===== src/rtl/traffic_pkg.sv =====
// Shared types and sizing helper for the intersection controller.
// The optional walk preemption is enabled by defining TRAFFIC_WALK_PREEMPT_EN.
package traffic_pkg;

  typedef enum logic [1:0] {
    LIGHT_RED    = 2'd0,
    LIGHT_GREEN  = 2'd1,
    LIGHT_YELLOW = 2'd2
  } light_e;

  typedef enum logic [1:0] {
    PH_ALL_RED = 2'd0,
    PH_GREEN   = 2'd1,
    PH_YELLOW  = 2'd2,
    PH_WALK    = 2'd3
  } phase_e;

  // Counter must hold (longest duration - 1); one spare bit keeps the math unsigned-safe.
  function automatic int timer_width(input int green_t, input int yellow_t,
                                     input int allred_t, input int walk_t);
    int longest;
    longest = green_t;
    if (yellow_t > longest) longest = yellow_t;
    if (allred_t > longest) longest = allred_t;
    if (walk_t > longest) longest = walk_t;
    return $clog2(longest) + 1;
  endfunction

endpackage


===== src/rtl/traffic_intersection_ctrl_phase_timer.sv =====
// Loadable down-counter that times each phase of the intersection controller.
// Part of traffic_intersection_ctrl (optional feature macro: TRAFFIC_WALK_PREEMPT_EN).
module phase_timer #(
  parameter int               WIDTH     = 4,
  parameter logic [WIDTH-1:0] RESET_VAL = '0
) (
  input  logic             clk,
  input  logic             rst_ni,
  input  logic             load,
  input  logic [WIDTH-1:0] load_val,
  output logic [WIDTH-1:0] count,
  output logic             zero
);

  always_ff @(posedge clk or negedge rst_ni) begin
    if (!rst_ni) begin
      count <= RESET_VAL;
    end else if (load) begin
      count <= load_val;
    end else if (count != '0) begin
      count <= count - WIDTH'(1);
    end
  end

  assign zero = (count == '0);

endmodule


===== src/rtl/traffic_intersection_ctrl.sv =====
// Round-robin intersection controller with latched pedestrian requests served in an all-red WALK.
// Define TRAFFIC_WALK_PREEMPT_EN to let a pending request truncate GREEN once MIN_GREEN has elapsed.
module traffic_intersection_ctrl
  import traffic_pkg::*;
#(
  parameter int NUM_DIR     = 2,
  parameter int GREEN_TIME  = 8,
  parameter int YELLOW_TIME = 2,
  parameter int ALLRED_TIME = 1,
  parameter int WALK_TIME   = 4,
  parameter int MIN_GREEN   = 3
) (
  input  logic                       clk,
  input  logic                       rst_ni,
  input  logic                       walk_i,
  output logic [2*NUM_DIR-1:0]       signal_o,
  output logic                       walk_o,
  output logic                       walk_pending_o,
  output logic [$clog2(NUM_DIR)-1:0] active_dir_o,
  output logic [1:0]                 phase_o
);

  localparam int DW = $clog2(NUM_DIR);
  localparam int TW = timer_width(GREEN_TIME, YELLOW_TIME, ALLRED_TIME, WALK_TIME);

  localparam logic [DW-1:0] LAST_DIR = DW'(NUM_DIR - 1);
  localparam logic [TW-1:0] GREEN_LD  = TW'(GREEN_TIME - 1);
  localparam logic [TW-1:0] YELLOW_LD = TW'(YELLOW_TIME - 1);
  localparam logic [TW-1:0] ALLRED_LD = TW'(ALLRED_TIME - 1);
  localparam logic [TW-1:0] WALK_LD   = TW'(WALK_TIME - 1);

  phase_e               state, next_state;
  logic [DW-1:0]        next_dir, green_dir;
  logic                 first_green, next_first;
  logic                 next_pending;
  logic                 load;
  logic [TW-1:0]        load_val, timer_count;
  logic                 timer_zero;
  logic                 preempt;
  logic [2*NUM_DIR-1:0] next_signal;

  phase_timer #(
    .WIDTH    (TW),
    .RESET_VAL(ALLRED_LD)
  ) u_timer (
    .clk     (clk),
    .rst_ni  (rst_ni),
    .load    (load),
    .load_val(load_val),
    .count   (timer_count),
    .zero    (timer_zero)
  );

`ifdef TRAFFIC_WALK_PREEMPT_EN
  // Timer value at which MIN_GREEN cycles of green have been shown (counting the current one).
  localparam logic [TW-1:0] PREEMPT_AT = TW'(GREEN_TIME - MIN_GREEN);
  assign preempt = walk_pending_o && (timer_count <= PREEMPT_AT);
`else
  assign preempt = 1'b0;
`endif

  assign green_dir = (first_green || active_dir_o == LAST_DIR) ? '0 : active_dir_o + DW'(1);
  assign phase_o   = state;

  always_comb begin
    next_state   = state;
    next_dir     = active_dir_o;
    next_first   = first_green;
    load         = 1'b0;
    load_val     = '0;
    next_pending = walk_pending_o | (walk_i && state != PH_WALK);
    case (state)
      PH_GREEN: begin
        if (timer_zero || preempt) begin
          next_state = PH_YELLOW;
          load       = 1'b1;
          load_val   = YELLOW_LD;
        end
      end
      PH_YELLOW: begin
        if (timer_zero) begin
          next_state = PH_ALL_RED;
          load       = 1'b1;
          load_val   = ALLRED_LD;
        end
      end
      PH_ALL_RED: begin
        if (timer_zero) begin
          load = 1'b1;
          if (walk_pending_o || walk_i) begin
            // Entering WALK serves the request; a same-cycle walk_i is absorbed too.
            next_state   = PH_WALK;
            load_val     = WALK_LD;
            next_pending = 1'b0;
          end else begin
            next_state = PH_GREEN;
            next_dir   = green_dir;
            next_first = 1'b0;
            load_val   = GREEN_LD;
          end
        end
      end
      PH_WALK: begin
        if (timer_zero) begin
          next_state = PH_GREEN;
          next_dir   = green_dir;
          next_first = 1'b0;
          load       = 1'b1;
          load_val   = GREEN_LD;
        end
      end
      default: begin
        next_state = PH_ALL_RED;
        load       = 1'b1;
        load_val   = ALLRED_LD;
      end
    endcase
  end

  // Lamps are decoded from the next state so the registered outputs line up with the phase.
  always_comb begin
    next_signal = '0;
    for (int d = 0; d < NUM_DIR; d++) begin
      if (DW'(d) == next_dir) begin
        if (next_state == PH_GREEN) begin
          next_signal[2*d +: 2] = LIGHT_GREEN;
        end else if (next_state == PH_YELLOW) begin
          next_signal[2*d +: 2] = LIGHT_YELLOW;
        end
      end
    end
  end

  always_ff @(posedge clk or negedge rst_ni) begin
    if (!rst_ni) begin
      state          <= PH_ALL_RED;
      active_dir_o   <= '0;
      first_green    <= 1'b1;
      walk_pending_o <= 1'b0;
      signal_o       <= '0;
      walk_o         <= 1'b0;
    end else begin
      state          <= next_state;
      active_dir_o   <= next_dir;
      first_green    <= next_first;
      walk_pending_o <= next_pending;
      signal_o       <= next_signal;
      walk_o         <= (next_state == PH_WALK);
    end
  end

endmodule


===== config.mk =====
export PLATFORM = sky130hd
export DESIGN_NAME = traffic_intersection_ctrl
export DESIGN_NICKNAME = d
export VERILOG_FILES = /design/src/rtl/traffic_pkg.sv /design/src/rtl/traffic_intersection_ctrl_phase_timer.sv /design/src/rtl/traffic_intersection_ctrl.sv
export SDC_FILE = /design/constraint.sdc
export NUM_CORES = 1
export LEC_CHECK = 0
export BUFFER_PORTS_ARGS = -buffer_cell sky130_fd_sc_hd__buf_2
export CAP_MARGIN = 10
export CORE_ASPECT_RATIO = 1.1
export CORE_MARGIN = 5
export CORE_UTILIZATION = 49
export CTS_CLUSTER_SIZE = 25
export DETAILED_ROUTE_END_ITERATION = 10
export GPL_TIMING_DRIVEN = 0
export PLACE_DENSITY = 0.77
export REMOVE_ABC_BUFFERS = 1
export SLEW_MARGIN = 15
export SYNTH_ARGS = -nofsm -noshare
export SYNTH_HDL_FRONTEND = slang
export SYNTH_SLANG_ARGS = --single-unit

===== constraint.sdc =====
create_clock -name clk -period 3.8 [get_ports clk]
set_clock_uncertainty 0.05 [all_clocks]
set_input_delay 0.38 -clock clk [delete_from_list [all_inputs] [get_ports clk]]
set_output_delay 0.38 -clock clk [all_outputs]
set_load 0.005 [all_outputs]

==> results of run 1 <==
critical path: stages, from the launching register on:
cell and delay (ns):
dfrtp_1 0.45, inv_1 0.16, ha_1 0.30, nor3b_1 0.38
o211ai_1 0.15, a22oi_2 0.32, and3_1 0.21
state kept, by name (all words and copies together) (netlist names):
| name | cells |
|---|---|
| u_timer.count | 4 |
| active_dir_o | 1 |
| walk_pending_o | 1 |
| signal_o | 4 |
| phase_o | 2 |
| first_green | 1 |
| walk_o | 1 |
routing by layer:
metal	part of all wire (%)	wire length [µm]
met1	43	528
met5	0	0
met2	49	610
met4	2.3	28
met3	5.3	66
how the worst max path moves through the flow:
stage | from | end | slack (ns) | cells past startpoint
global placement | phase_o[0]$_DFF_PN0_ | signal_o[2]$_DFF_PN0_ | 1.79 | 6
global route | phase_o[0]$_DFF_PN0_ | signal_o[2]$_DFF_PN0_ | 1.49 | 6
detailed placement | phase_o[0]$_DFF_PN0_ | signal_o[2]$_DFF_PN0_ | 1.75 | 6
finish | phase_o[0]$_DFF_PN0_ | signal_o[2]$_DFF_PN0_ | 1.73 | 6
floorplan | phase_o[0]$_DFF_PN0_ | signal_o[2]$_DFF_PN0_ | 2.04 | 6
CTS | phase_o[0]$_DFF_PN0_ | signal_o[2]$_DFF_PN0_ | 1.73 | 6
final cells by class:
cell class	count	share of cell area (%)
tap	16	2.42
sequential	14	42.5
clock buffer	4	3.18
timing repair buffer	12	7.87
inverter	8	3.63
multi-input combinational	43	40.4
power by group through the flow:
stage	logic, µW	clock network [µW]	registers (µW)
finish	285	87.5	240
global route	329	99.9	250
CTS	288	89.8	241
detailed placement	286	0	243
global placement	279	0	240
floorplan	212	0	241
metrics by stage:
stage	utilization (%)	total power [µW]
after floorplan	-	453
after global placement	57.1	520
after detailed placement	57.1	530
after CTS	59.8	619
after global routing	59.8	679
final	59.8	612
cells in the mapped netlist:
cell type | instances | area share (%)
nor2_1 | 5 | 2.6
o21bai_1 | 1 | 1.0
a211oi_2 | 1 | 1.7
or3b_4 | 1 | 1.6
dfrtp_1 | 13 | 45
or3_1 | 1 | 0.87
nor3b_1 | 1 | 1.0
nor3_1 | 5 | 3.5
o21ai_0 | 4 | 2.8
nand2b_1 | 2 | 1.7
dfstp_2 | 1 | 3.7
nor3b_4 | 1 | 2.6
a21o_2 | 1 | 1.2
and3_1 | 2 | 1.7
a21oi_1 | 4 | 2.8
mux2i_1 | 1 | 1.4
ha_1 | 6 | 10
a211oi_1 | 1 | 1.0
and2_1 | 1 | 0.87
o22ai_2 | 1 | 1.7
a22oi_2 | 1 | 1.7
inv_1 | 8 | 4.2
o211ai_1 | 1 | 1.0
o22a_1 | 1 | 1.2
o31ai_2 | 1 | 1.7
cells by family after synthesis:
logic type / after synthesis / share of synthesized area, %
and+or+nand+nor: 19 / 16.6
AOI/OAI and AO/OA: 17 / 18.2
DFF: 14 / 49.1
buffers and inverters: 8 / 4.20
adders and majority gates: 6 / 10.5
muxes: 1 / 1.40
==> results.sh, run 1 <==
export IMPL_top_usage_layer="met2"
export IMPL_io_pins=12
export IMPL_cts_inserted_buffers=3
export IMPL_r2r_start="phase_o[0]$_DFF_PN0_"
export IMPL_antenna_found_initial=0
export IMPL_first_pass_iters=4
export IMPL_p_comb_share_pct=46.5
export IMPL_finalSetupViolations=0
export IMPL_htreeDepth=1
export IMPL_layout_min_cycle_time_ns=2.07
export IMPL_cts_root_buf="clkbuf_4"
export IMPL_end_kind="register"
export IMPL_vdd_drop_max_mv=0.407
export IMPL_area_delta_synth_final_pct=15.6
export IMPL_die_area_um2=2330
export IMPL_swShare_pct=39.4
export IMPL_final_cell_mix="dfrtp_1 (13), buf_2 (11), inv_1 (8)"
export IMPL_fillerInstances=119
export IMPL_p_leak_uw=0.000418
export IMPL_initial_core_util_pct=51.7
export IMPL_drc=0
export IMPL_gp_congestion=0.770
export IMPL_cts_hold_buffers=1
export IMPL_clock_latency_ns=0.28
export IMPL_hp_start="walk_i"
export IMPL_multi_input_comb_area_um2=334
export IMPL_final_common_cell="dfrtp_1"
export IMPL_fin_crit_sh_pct=54.5
export IMPL_critPathLaunchType="register"
export IMPL_drt_iter0_markers=7
export IMPL_synth_cell_types=25
export IMPL_core_area_um2=1380
export IMPL_gr_total_overflow=0
export IMPL_ys_seq_area_share_pct=49.1
export IMPL_hold_violations=0
export IMPL_regToRegSetupSlack_ns=1.73
export IMPL_synth_avg_cell_area_um2=11.0
export IMPL_seq_area_um2=352
export IMPL_power_frac_clock_pct=14.3
export IMPL_via_per_inst=5.37
export IMPL_drt_total_wl_mm=1.23
export IMPL_place_area_um2=791
export IMPL_rsz0062_at_grt="no"
export IMPL_cp_required_ns=3.97
export IMPL_synth_seq_cells=14
export IMPL_fin_cells=97
export IMPL_met1_usage_pct=18.1
export IMPL_syn_area_um2=716
export IMPL_dp_slack_ns=1.75
export IMPL_grt_util_met2_pct=19.5
export IMPL_port_buffers=11
export IMPL_drive_above_1_share_pct=27.2
export IMPL_crit_fanout=7
export IMPL_status="finished clean"
export IMPL_fp_dieW_um=46.4
export IMPL_r2r_end="signal_o[2]$_DFF_PN0_"
export IMPL_arrival_ns=2.24
export IMPL_route_detailed_wl_per_inst_um=12.7
export IMPL_grt_pass1_wl_mm=2.31
export IMPL_via_count=521
export IMPL_fp_dieH_um=50.1
export IMPL_ant_nets=0
export IMPL_drv_slew=0
export IMPL_met3_usage_pct=4.36
export IMPL_worst_pin_slew_ns=0.421
export IMPL_maxCapViolations=0
export IMPL_stdcell_area_um2=827
export IMPL_num_rows=14
export IMPL_whs_ns=0.381
export IMPL_hold_class="input port to register"
export IMPL_cts_tree="built"
export IMPL_finalWorstSetupSlack_ns=1.73
export IMPL_setup_tns_ns=0
export IMPL_cts_sinks=14
export IMPL_yosysWarnings=0
export IMPL_rr_worst_depth=6
export IMPL_p_int_uw=371
export IMPL_pwr_share_seq_pct=39.2
export IMPL_grt_use_total_pct=13.8
export IMPL_grt_pass1_vias=557
export IMPL_num_antenna_cells=0
export IMPL_syn_inst=65
export IMPL_grt_start_max_net_pins=15
export IMPL_dp_hpwl_um=942
export IMPL_clk_pin_slew_worst_paths_ns=0.08
export IMPL_max_freq_ghz=0.483
export IMPL_setup_worst_path_class="register to register"
export IMPL_cts_setup_buffers=0
export IMPL_power_density_nw_per_um2=740
export IMPL_cts_resized=0
export IMPL_min_path_cells=3
export IMPL_fin_nets=91
export IMPL_dpl_cell_count=92
export IMPL_p_switching_uw=241
export IMPL_slew_headroom_pct=71.9
export IMPL_clockBufferDepth=2
export IMPL_hold_path_end="walk_pending_o$_DFF_PN0_"
No activity file was read; power rests on OpenSTA's default activity.
==> inputs of run 2 (changes only) <==
ABC_AREA = 1   (was default)
PLACE_DENSITY = 0.76   (was 0.77)
clock period = 2.1 ns   (was 3.8 ns; I/O delays follow)
==> run 2 against run 1 <==
Effect of this change: register-to-register slack worse by 1.2 ns; via count is 14% higher; core utilization is 0.89 points lower; maximum frequency is 31% higher; synthesized area is 11% higher; clock power is 130% higher; total power is 110% higher; die area is 8.7% higher; highest routed layer unchanged.
==> results.sh, run 2 <==
export IMPL_synth_top_area_cell="dfrtp_1"
export IMPL_p_switching_uw=542
export IMPL_cts_sinks=14
export IMPL_setup_tns_ns=0
export IMPL_grt_use_total_pct=12.2
export IMPL_drive_above_1_share_pct=28.0
export IMPL_rr_worst_depth=9
export IMPL_route_detailed_wl_per_inst_um=11.4
export IMPL_grt_pass1_wl_mm=2.42
export IMPL_fin_util_pct=58.9
export IMPL_die_area_um2=2530
export IMPL_syn_inst=91
export IMPL_hold_class="input port to register"
export IMPL_drt_iter0_markers=7
export IMPL_cts_root_buf="clkbuf_4"
export IMPL_fin_crit_sh_pct=75.3
export IMPL_num_antenna_cells=0
export IMPL_drv_slew=0
export IMPL_clockBufferDepth=2
export IMPL_r2r_end="signal_o[3]$_DFF_PN0_"
export IMPL_critPathCapture="signal_o[3]$_DFF_PN0_"
export IMPL_num_rows=15
export IMPL_area_delta_synth_final_pct=15.4
export IMPL_layout_min_cycle_time_ns=1.58
export IMPL_crit_start="phase_o[1]$_DFF_PN0_"
export IMPL_grt_pass1_vias=603
export IMPL_power_density_nw_per_um2=1380
export IMPL_end_kind="register"
export IMPL_synth_edff_count=0
export IMPL_via_count=595
export IMPL_ant_nets=0
export IMPL_first_pass_iters=2
export IMPL_cts_setup_buffers=0
export IMPL_arrival_ns=1.72
export IMPL_port_buffers=11
export IMPL_critPathLaunchType="register"
export IMPL_fp_dieH_um=52.2
export IMPL_status="finished clean"
export IMPL_drc=0
export IMPL_crit_fanout=6
export IMPL_synth_common_cells="inv_1 (14), nand2_1 (14), dfrtp_1 (13)"
export IMPL_max_freq_ghz=0.632
export IMPL_p_int_uw=727
export IMPL_synth_top_cell_area_share_pct=40.9
export IMPL_swShare_pct=42.7
export IMPL_io_pins=12
export IMPL_dp_hpwl_mm=1.11
export IMPL_crit_chain="inv_1, ha_1, nand3_1, nand2_1, nand2_1, nand2_2, inv_1, nand2_1, nor2_1"
export IMPL_fin_nets=117
export IMPL_syn_area_um2=795
export IMPL_p_comb_share_pct=49.2
export IMPL_p_leak_uw=0.000494
export IMPL_hold_violations=0
export IMPL_initial_core_util_pct=51.0
export IMPL_crit_slowest_cell="dfrtp_1"
export IMPL_gp_congestion=0.828
export IMPL_htreeDepth=1
export IMPL_maxCapViolations=0
export IMPL_slew_headroom_pct=78.9
export IMPL_yosysWarnings=0
export IMPL_worst_pin_slew_ns=0.316
export IMPL_hp_start="walk_i"
export IMPL_async_reset_ff_share_pct=100
export IMPL_setup_worst_path_class="register to register"
export IMPL_cp_required_ns=2.24
export IMPL_yosys_most_used_dff="dfrtp_1"
export IMPL_final_cell_mix="nand2_1 (14), inv_1 (14), dfrtp_1 (13)"
export IMPL_finalSetupViolations=0
export IMPL_regToRegSetupSlack_ns=0.52
export IMPL_synth_avg_cell_area_um2=8.73
export IMPL_pwr_share_seq_pct=35.2
export IMPL_gr_total_overflow=0
export IMPL_clk_pin_slew_worst_paths_ns=0.09
export IMPL_synth_seq_cells=14
export IMPL_power_frac_clock_pct=15.6
export IMPL_crit_top_cell="nand2_1"
export IMPL_synth_cell_types=20
export IMPL_synth_area_leaders="dfrtp_1 (41%), ha_1 (9.4%), inv_1 (6.6%), nand2_1 (6.6%), nand2_2 (5.5%)"
export IMPL_vdd_drop_max_mv=0.759
export IMPL_grt_start_max_net_pins=15
export IMPL_drt_total_wl_mm=1.41
export IMPL_core_area_um2=1560
export IMPL_rsz0062_at_grt="no"
export IMPL_r2r_start="phase_o[1]$_DFF_PN0_"
export IMPL_via_per_inst=4.80
export IMPL_clock_latency_ns=0.29
export IMPL_cts_tree="built"
export IMPL_ys_seq_area_share_pct=44.3
export IMPL_antenna_found_initial=0
export IMPL_slowest_delay_ns=0.45
export IMPL_cts_inserted_buffers=3
export IMPL_fp_dieW_um=48.4
-- run 2: cell count changes in the layout (fill, tap and decap cells not counted), moves of 3 or more --
cell     delta
nand2_2     +7
nor3_1      -3
nand2_1    +14
inv_1       +6
nor2_1      +5
nand3_1     +8
-- run 2: worst min-delay path by stage --
stage               slack, ns                          to  depth (start not counted)
floorplan               -0.14      active_dir_o$_DFF_PN0_                          0
global placement         0.07  u_timer.count[2]$_DFF_PN0_                          1
detailed placement       0.07  u_timer.count[2]$_DFF_PN0_                          1
CTS                      0.18  u_timer.count[2]$_DFF_PN0_                          4
global route             0.20  u_timer.count[2]$_DFF_PN0_                          4
finish                   0.18  u_timer.count[2]$_DFF_PN0_                          4
-- run 2: what timing repair did --
| item | in CTS | in global routing |
|---|---|---|
| hold buffers | 1 | 0 |
| gates resized for setup | 0 | 0 |
| endpoints found under the hold margin | 13 | 0 |
-- run 2: cells by family after synthesis --
family	count (synthesis)	synth area share (%)
adders and majority gates	6	9.45
xor gates and xnor gates	1	1.10
buffers and inverters	14	6.61
and+or+nand+nor	47	30.4
DFF	14	44.3
AOI/OAI and AO/OA	9	8.19
-- run 2: power groups by stage --
stage / clock (µW) / sequential [µW] / combinational (µW)
after floorplan: 0 / 446 / 492
after global placement: 0 / 448 / 615
after detailed placement: 0 / 452 / 634
after CTS: 202 / 449 / 637
after global routing: 216 / 461 / 707
final: 197 / 447 / 625
-- run 2: metrics by stage --
| stage | cell area, µm² | hold slack (ns) | worst slack, ns | power [µW] | std cells |
|---|---|---|---|---|---|
| after floorplan | 795 | -0.136 | 0.666 | 938 | 91 |
| after global placement | 871 | 0.0689 | 0.561 | 1060 | 119 |
| after detailed placement | 871 | 0.0708 | 0.535 | 1090 | 119 |
| after CTS | 917 | 0.175 | 0.519 | 1290 | 124 |
| after global routing | 917 | 0.204 | 0.395 | 1380 | 124 |
| final | 917 | 0.183 | 0.518 | 1270 | 124 |
-- run 2: area by class of cell --
class                   count  area (µm²)
fillers                   142         641
multi-input cells          63         390
flip-flops and latches     14         352
repair buffers             12        65.1
inverters                  14        52.6
clock buffers               4        36.3
well taps                  17        21.3
-- run 2: worst max-delay path, delay by kind of cell, from the launching register on --
kind	cells	cell delay, ns
fa+ha+maj	1	0.29
simple gates	6	0.46
buf+inv	2	0.23
flops	1	0.45
-- run 2: layer usage --
metal | track usage (%) | part of all wire [%] | vias up
met5 | 0 | 0 | -
met4 | 5.53 | 1.5 | 0
met3 | 2.85 | 2.5 | 2
met2 | 21.7 | 49 | 7
met1 | 13.8 | 47 | 270
li1 | - | - | 316
==> inputs of run 3 (changes only) <==
clock period = 1.6 ns   (was 2.1 ns; I/O delays follow)
==> run 3 against run 2 <==
Effect of this change: clock power is 31% higher; global-route usage unchanged; design area rose by 0.55%; register-to-register slack lost 0.42 ns; non-clock buffer count stayed put; critical path type unchanged; highest routed layer unchanged.
==> results.sh, run 3 (synthesized netlist as in run 2, its figures left out) <==
export IMPL_rsz0062_at_grt="no"
export IMPL_ant_nets=0
export IMPL_cts_root_buf="clkbuf_4"
export IMPL_swShare_pct=42.5
export IMPL_setup_tns_ns=0
export IMPL_grt_pass1_vias=603
export IMPL_fin_nets=117
export IMPL_layout_min_cycle_time_ns=1.50
export IMPL_fin_util_pct=59.2
export IMPL_area_delta_synth_final_pct=16.1
export IMPL_min_path_cells=4
export IMPL_drv_slew=0
export IMPL_fp_dieW_um=48.4
export IMPL_gr_total_overflow=0
export IMPL_totalPowerFinal_uw=1680
export IMPL_antenna_found_initial=0
export IMPL_dp_hpwl_mm=1.11
export IMPL_vdd_drop_max_mv=1.01
export IMPL_p_comb_share_pct=49.4
export IMPL_route_detailed_wl_per_inst_um=11.4
export IMPL_worst_pin_slew_ns=0.313
export IMPL_num_rows=15
export IMPL_finalSetupViolations=0
export IMPL_gp_congestion=0.828
export IMPL_r2r_end="signal_o[0]$_DFF_PN0_"
export IMPL_final_common_cell="nand2_1"
export IMPL_cp_required_ns=1.77
export IMPL_fillerInstances=142
export IMPL_htreeDepth=1
export IMPL_p_leak_uw=0.000490
export IMPL_hold_class="input port to register"
export IMPL_max_freq_ghz=0.668
export IMPL_drc=0
export IMPL_arrival_ns=1.67
export IMPL_clockBufferDepth=2
export IMPL_clk_pin_slew_worst_paths_ns=0.08
export IMPL_initial_core_util_pct=51.0
export IMPL_pwr_share_seq_pct=35.2
export IMPL_crit_start="phase_o[0]$_DFF_PN0_"
export IMPL_via_per_inst=4.82
export IMPL_die_area_um2=2530
export IMPL_fp_dieH_um=52.2
export IMPL_p_int_uw=967
export IMPL_grt_pass1_wl_mm=2.42
export IMPL_r2r_start="phase_o[0]$_DFF_PN0_"
export IMPL_end_kind="register"
export IMPL_rr_worst_depth=8
export IMPL_port_buffers=11
export IMPL_io_pins=12
export IMPL_drive_above_1_share_pct=32.7
export IMPL_grt_use_total_pct=12.2
export IMPL_grt_start_max_net_pins=15
export IMPL_cts_sinks=14
export IMPL_first_pass_iters=2
export IMPL_regToRegSetupSlack_ns=0.10
export IMPL_hp_start="walk_i"
export IMPL_cts_setup_buffers=0
export IMPL_power_density_nw_per_um2=1820
export IMPL_drt_iter0_markers=5
export IMPL_critPathLaunchType="register"
export IMPL_hold_path_end="u_timer.count[2]$_DFF_PN0_"
export IMPL_setup_worst_path_class="register to register"
export IMPL_fin_crit_sh_pct=93.6
export IMPL_status="finished clean"
export IMPL_clock_latency_ns=0.28
export IMPL_cts_inserted_buffers=3
export IMPL_via_count=598
export IMPL_power_frac_clock_pct=15.4
export IMPL_hold_violations=0
export IMPL_p_switching_uw=715
export IMPL_maxCapViolations=0
export IMPL_cts_tree="built"
export IMPL_crit_fanout=6
export IMPL_num_antenna_cells=0
export IMPL_drt_total_wl_mm=1.41
export IMPL_slew_headroom_pct=79.1
export IMPL_core_area_um2=1560
export IMPL_final_cell_mix="nand2_1 (14), inv_1 (12), dfrtp_1 (11), buf_2 (11), nor2_1 (10)"
## run 3: worst max path at each step
stage                                        to
final                     signal_o[0]$_DFF_PN0_
after global routing      signal_o[1]$_DFF_PN0_
after CTS                 signal_o[3]$_DFF_PN0_
after detailed placement  signal_o[3]$_DFF_PN0_
after global placement    signal_o[3]$_DFF_PN0_
after floorplan           signal_o[1]$_DFF_PN0_
## run 3: what timing repair did
item                       CTS  global route
hold endpoints to repair    14             0
hold buffers                 1             0
gates resized for setup      0             5
setup endpoints to repair    0             5
## run 3: area by class of cell
class / count / area (µm²) / area share (%)
repair buffers: 12 / 65.1 / 7.06
flip-flops and latches: 14 / 354 / 38.4
well taps: 17 / 21.3 / 2.31
multi-input cells: 63 / 393 / 42.6
inverters: 14 / 52.6 / 5.70
clock buffers: 4 / 36.3 / 3.93
## run 3: metal layers
metal  vias up  part of all wire [%]  routed length, µm  GRT usage, %
met5         -                     0                  0             0
met4         0                   1.5                 21          5.53
met3         2                   2.5                 35          2.85
met2         7                    49                689          21.7
met1       272                    47                666          13.8
li1        317                     -                  -             -
## run 3: through the flow
step | setup WS (ns) | cells | hold WS (ns) | instance area (µm²)
after global routing | 0.0153 | 124 | 0.154 | 922
final | 0.103 | 124 | 0.133 | 922
after CTS | 0.0189 | 124 | 0.125 | 917
after global placement | 0.0608 | 119 | 0.0189 | 871
after detailed placement | 0.0348 | 119 | 0.0208 | 871
after floorplan | 0.166 | 91 | -0.186 | 795
## run 3: critical path: stages, from the launching register on
cell     delay [ns]
dfrtp_2        0.46
ha_1           0.28
inv_1          0.13
nand3_1        0.10
nand2_2        0.12
nand2_2        0.06
nand2_2        0.08
nand2_2        0.06
nor2_1         0.10
## run 3: power groups by stage
stage / combinational (µW) / sequential, µW / clock [µW]
floorplan: 645 / 586 / 0
global placement: 807 / 588 / 0
detailed placement: 832 / 594 / 0
CTS: 836 / 589 / 265
global route: 937 / 611 / 283
finish: 831 / 592 / 259
